`config.mk`:
```
export PLATFORM = sky130hd
export DESIGN_NAME = seq_comparator
export DESIGN_NICKNAME = d
export VERILOG_FILES = /design/src/rtl/cmp_pkg.sv /design/src/rtl/cmp_slice.sv /design/src/rtl/seq_comparator.sv
export SDC_FILE = /design/constraint.sdc
export NUM_CORES = 1
export LEC_CHECK = 0
export BUFFER_PORTS_ARGS = -buffer_cell sky130_fd_sc_hd__buf_4
export CAP_MARGIN = 5
export CORE_UTILIZATION = 29
export DETAILED_ROUTE_END_ITERATION = 16
export PLACE_DENSITY = 0.56
export SKIP_LAST_GASP = 1
export SLEW_MARGIN = 20
export SYNTH_ARGS = -nofsm -noshare
export SYNTH_HDL_FRONTEND = slang
export SYNTH_SLANG_ARGS = --single-unit
```
`constraint.sdc`:
```
create_clock -name clk -period 3.1 [get_ports clk]
set_input_delay 0.465 -clock clk [delete_from_list [all_inputs] [get_ports clk]]
set_output_delay 0.465 -clock clk [all_outputs]
set_load 0.01 [all_outputs]
```
`src/rtl/cmp_pkg.sv`:
```
// =============================================================================
//  Module      : cmp_pkg
//  Description : Shared types and constants for the sequential comparator.
//  Revision    : 1.0 - initial release
// =============================================================================
`default_nettype none

package cmp_pkg;

    typedef enum logic [1:0] {
        ST_IDLE = 2'd0,
        ST_SCAN = 2'd1,
        ST_DONE = 2'd2
    } cmp_state_t;

    // Result encoding, packed as {gt, eq, lt}
    localparam logic [2:0] CMP_GT   = 3'b100;
    localparam logic [2:0] CMP_EQ   = 3'b010;
    localparam logic [2:0] CMP_LT   = 3'b001;
    localparam logic [2:0] CMP_NONE = 3'b000;

    function automatic int cmp_nslice(input int width, input int slice);
        return width / slice;
    endfunction

endpackage

`default_nettype wire

```
`src/rtl/cmp_slice.sv`:
```
// =============================================================================
//  Module      : cmp_slice
//  Description : Combinational unsigned magnitude compare of one operand slice.
//  Revision    : 1.0 - initial release
// =============================================================================
`default_nettype none

module cmp_slice #(
    parameter int SLICE = 8
) (
    input  logic [SLICE-1:0] a_i,
    input  logic [SLICE-1:0] b_i,
    output logic             gt_o,
    output logic             lt_o
);

    assign gt_o = (a_i > b_i);
    assign lt_o = (a_i < b_i);

endmodule

`default_nettype wire

```
`src/rtl/seq_comparator.sv`:
```
// =============================================================================
//  Module      : seq_comparator
//  Description : Multi-cycle signed/unsigned magnitude comparator, MSB slice
//                first, with valid/ready request and result handshakes.
//                Optional macro SEQ_CMP_EARLY_EXIT_EN ends the scan on the
//                first differing slice.
//  Revision    : 1.0 - initial release
// =============================================================================
`default_nettype none

module seq_comparator
    import cmp_pkg::*;
#(
    parameter int WIDTH = 32,
    parameter int SLICE = 8
) (
    input  logic             clk,
    input  logic             reset,
    input  logic             start_valid,
    output logic             start_ready,
    input  logic [WIDTH-1:0] a,
    input  logic [WIDTH-1:0] b,
    input  logic             signed_mode,
    output logic             out_valid,
    input  logic             out_ready,
    output logic             gt,
    output logic             eq,
    output logic             lt,
    output logic             busy
);

    localparam int NSLICE = cmp_nslice(WIDTH, SLICE);
    localparam int IDXW   = (NSLICE > 1) ? $clog2(NSLICE) : 1;
    localparam logic [IDXW-1:0] IDX_LAST = IDXW'(NSLICE - 1);

    if (WIDTH % SLICE != 0) begin : g_width_check
        $error("seq_comparator: WIDTH must be a multiple of SLICE");
    end

    cmp_state_t       state_q, state_d;
    logic [WIDTH-1:0] a_q, a_d;
    logic [WIDTH-1:0] b_q, b_d;
    logic [IDXW-1:0]  idx_q, idx_d;
    logic [1:0]       dec_q, dec_d;   // {gt, lt} of the most significant differing slice so far
    logic [2:0]       res_q, res_d;

    logic [SLICE-1:0] w_slice_a;
    logic [SLICE-1:0] w_slice_b;
    logic             w_sgt;
    logic             w_slt;
    logic             w_gt;
    logic             w_lt;
    logic             w_exit;

    assign w_slice_a = a_q[idx_q*SLICE +: SLICE];
    assign w_slice_b = b_q[idx_q*SLICE +: SLICE];

    cmp_slice #(
        .SLICE (SLICE)
    ) u_slice (
        .a_i  (w_slice_a),
        .b_i  (w_slice_b),
        .gt_o (w_sgt),
        .lt_o (w_slt)
    );

    // Once a higher slice has decided, lower slices must not override it
    assign w_gt = (dec_q == 2'b00) ? w_sgt : dec_q[1];
    assign w_lt = (dec_q == 2'b00) ? w_slt : dec_q[0];

`ifdef SEQ_CMP_EARLY_EXIT_EN
    assign w_exit = w_sgt | w_slt;
`else
    assign w_exit = 1'b0;
`endif

    always_comb begin
        state_d = state_q;
        a_d     = a_q;
        b_d     = b_q;
        idx_d   = idx_q;
        dec_d   = dec_q;
        res_d   = res_q;
        case (state_q)
            ST_IDLE: begin
                if (start_valid) begin
                    // Flipping the sign bit maps two's-complement order onto unsigned order
                    a_d              = a;
                    b_d              = b;
                    a_d[WIDTH-1]     = a[WIDTH-1] ^ signed_mode;
                    b_d[WIDTH-1]     = b[WIDTH-1] ^ signed_mode;
                    idx_d            = IDX_LAST;
                    dec_d            = 2'b00;
                    state_d          = ST_SCAN;
                end
            end
            ST_SCAN: begin
                dec_d = {w_gt, w_lt};
                if (w_exit || (idx_q == '0)) begin
                    res_d   = w_gt ? CMP_GT : (w_lt ? CMP_LT : CMP_EQ);
                    state_d = ST_DONE;
                end else begin
                    idx_d = idx_q - IDXW'(1);
                end
            end
            ST_DONE: begin
                if (out_ready) begin
                    res_d   = CMP_NONE;
                    state_d = ST_IDLE;
                end
            end
            default: begin
                res_d   = CMP_NONE;
                state_d = ST_IDLE;
            end
        endcase
    end

    always_ff @(posedge clk) begin
        if (reset) begin
            state_q <= ST_IDLE;
            a_q     <= '0;
            b_q     <= '0;
            idx_q   <= '0;
            dec_q   <= 2'b00;
            res_q   <= CMP_NONE;
        end else begin
            state_q <= state_d;
            a_q     <= a_d;
            b_q     <= b_d;
            idx_q   <= idx_d;
            dec_q   <= dec_d;
            res_q   <= res_d;
        end
    end

    assign start_ready  = (state_q == ST_IDLE);
    assign busy         = (state_q != ST_IDLE);
    assign out_valid    = (state_q == ST_DONE);
    assign {gt, eq, lt} = res_q;

endmodule

`default_nettype wire

```
==> results.md <==
* Status: complete, no violations
* Req. time, crit path at 3370 ps
* Post-DRT Antenna Nets at 0
* Die Y at 107 um
* Min Hold Slack at about 360 ps
* Largest net degree at the start of global routing at 75
* Yosys cell types at 28
* Slew Viols, Final at 0
* Clk sink count at 73
* Total power divided by cell area at approximately 550 mW/mm2
* Register area at between 0.001 and 0.0015 mm2
* CP peak stage delay at roughly 550 ps
* Iteration-0 DRC Markers at around 110
* I/O Pins at 75
* Most frequent cells in the layout: nand2_1, buf_4, dfxtp_1
* Metal2 WL at ~3.7 mm
* Setup tns final at 0 ps
* Clock buffer depth at 2
* Initial antenna violation count at 0
* Postcts setup bufs at 0
* CTS root buf: clkbuf_8
* Core area at 0.0108 mm2
* Initial Utilization at between 20% and 30%
* Synthesized netlist cell count at ~380
* Final setup vio count at 0
* Peak Freq at between 300 and 400 MHz
* Final min period at between 2000 and 3000 ps
* Port buffer count at 74
* Critical path type: flop to flop
* Mean post-synth cell area at between 8 and 9 um2
* RSZ-0062 raised after global routing: no
* Placed cell area at just under 0.004 mm2
* Row Count at 38
* CTS tree: yes
* First-pass GRT wire length at 13.0 mm
* Vias in the first global route at 2684
* Final Hold Fails at 0
* Number of flops mapped to enable cells by yosys at 0
* Met3 WL at between 300 and 400 um
* Resized cells post-CTS at 0
* Multi-input gate area at ~0.0016 mm2
* Post-synthesis register bit count at between 70 and 80
* Drt total wl at approximately 8 mm
* WL per Instance at ~13 um
* Nets at 520
* CP Capture Type: flop
* Layout Skew at between 8 and 9 ps
* Share of cells above drive strength 1 at between 20% and 30%
* Worst-margin pin slew at ~760 ps
* CP max-delay cell: mux4_2
* # diodes at 0
* Syn Nets at 456
* Period utilisation layout at 82.1%
* Hold Crit Class: primary input to flop
* Via density at ~4.6
* Drt drc at 0
* Crit Path Max Fanout at 19
* CTS buffer count at 9
* Ys async rst share at 0%
* First-pass DRT Iterations at 4
* Critical Path AT at between 2000 and 3000 ps
* Highest metal used: met4
* Critical-path cell list: buf_4 > mux4_2 > ha_1 > nor2b_1 > o21bai_2 > a21oi_1 > or4_1 > a21oi_1
* Placed wire-length estimate at approximately 5.7 mm
* Clock transition at the registers of the reported paths at about 80 ps
* Max_slew headroom at about half
* Startpoint Class: flop
* P_leak at approximately 1.6 nW
* Synth-to-Final Area Change at 24.9%
* Die X at roughly 110 um
* Synth Warn # at 0
* Metal-1 WL at about 3.7 mm
* Max Cap Violations at 0
* H-tree depth at 3
* Die area at ~0.012 mm2
* Commonest non-fill, non-tap cell in the layout: nand2_1
* GP Congestion at about 0.78
* Grt ovf at 0
* Final total power at around 2.2 mW
* Most frequent cell on the critical path: a21oi_1
* Post-Syn Area at between 0.003 and 0.004 mm2
* Hold buffer count at CTS at 0
* Sequential area share after synthesis at 45.4%
* Worst-Skew Late Latency at roughly 350 ps
* Final instance area at 0.00402 mm2
* # fillers at ~1200
* VDD IR max at 0.227 mV
* Main synth FF type: dfxtp_1
* Tot GR Track Use at between 10% and 20%
* Routed vias at approximately 2700
logic make-up (layout without fill, tap and decap cells):
logic type               after synthesis  after routing  share of synthesized area, %
AO/OA/AOI/OAI                         84             84                          14.0
XOR/XNOR                               2              2                         0.545
adder cells (fa/ha/maj)                9              9                          3.50
buffers and inverters                 39            108                          5.91
flip-flops                            73             73                          45.4
multiplexers                          17             17                          11.5
AND/OR/NAND/NOR                      154            154                          19.1
synth_stat cells, types with 2 or more instances:
cell | number | share of area, %
mux4_2 | 16 | 11
buf_6 | 3 | 1.1
nand2_1 | 133 | 16
dfxtp_1 | 73 | 45
ha_1 | 9 | 3.5
and2_1 | 2 | 0.39
buf_2 | 14 | 2.2
o21ai_0 | 3 | 0.47
or3_1 | 2 | 0.39
a21oi_1 | 71 | 11
inv_1 | 13 | 1.5
nor2b_1 | 2 | 0.39
nor3_1 | 4 | 0.62
a211oi_1 | 6 | 1.4
xnor2_1 | 2 | 0.54
nor2_1 | 6 | 0.70
clkbuf_1 | 8 | 0.93
metal layers:
metal	GRT usage, %	up-vias
met3	3.21	10
met5	0	-
li1	-	1395
met4	6.46	0
met2	23.5	58
met1	19.0	1219
sequential cells by signal, summed over array words and instances, names as in the netlist:
| register | count |
|---|---|
| a_q | 32 |
| b_q | 32 |
| res_q | 3 |
| dec_q | 2 |
| idx_q | 2 |
| state_q | 2 |
cell type report:
| cell class | instances | area share, % |
|---|---|---|
| multi-input cells | 266 | 39.2 |
| clock buffers | 11 | 3.27 |
| well taps | 140 | 4.36 |
| inverters | 13 | 1.21 |
| repair buffers | 79 | 14.8 |
| flip-flops and latches | 73 | 36.4 |
| clock inverters | 5 | 0.810 |
path summary, 6_finish.rpt:
| check | slack, ps | cells after the start | end | from |
|---|---|---|---|---|
| max | 560 | 8 | dec_q[0] | idx_q[0] |
| max reg2reg | 560 | 8 | dec_q[0] | idx_q[0] |
| min reg2reg | 450 | 2 | b_q[4] | b_q[4] |
| min | 360 | 3 | a_q[21] | a[21] |
metrics by stage:
stage,utilization (%),cells,setup WS [ps]
global route,37.0,587,412
floorplan,-,378,586
CTS,37.0,587,527
finish,37.0,587,556
detailed placement,35.5,571,543
global placement,35.5,571,605
critical path: cells and delay by family, from the launching register on:
family	cells	cell delay (ps)
AND/OR/NAND/NOR	2	610
multiplexers	1	550
adder cells (fa/ha/maj)	1	310
flip-flops	1	310
AO/OA/AOI/OAI	3	380
buffers and inverters	1	310
power by group:
part	switching, mW	total (mW)	internal [mW]
combinational	0.257	0.495	0.238
sequential	0.0464	1.06	1.01
clock	0.350	0.637	0.288
total	0.653	2.19	1.54
Power figures use the tool's default switching activity.
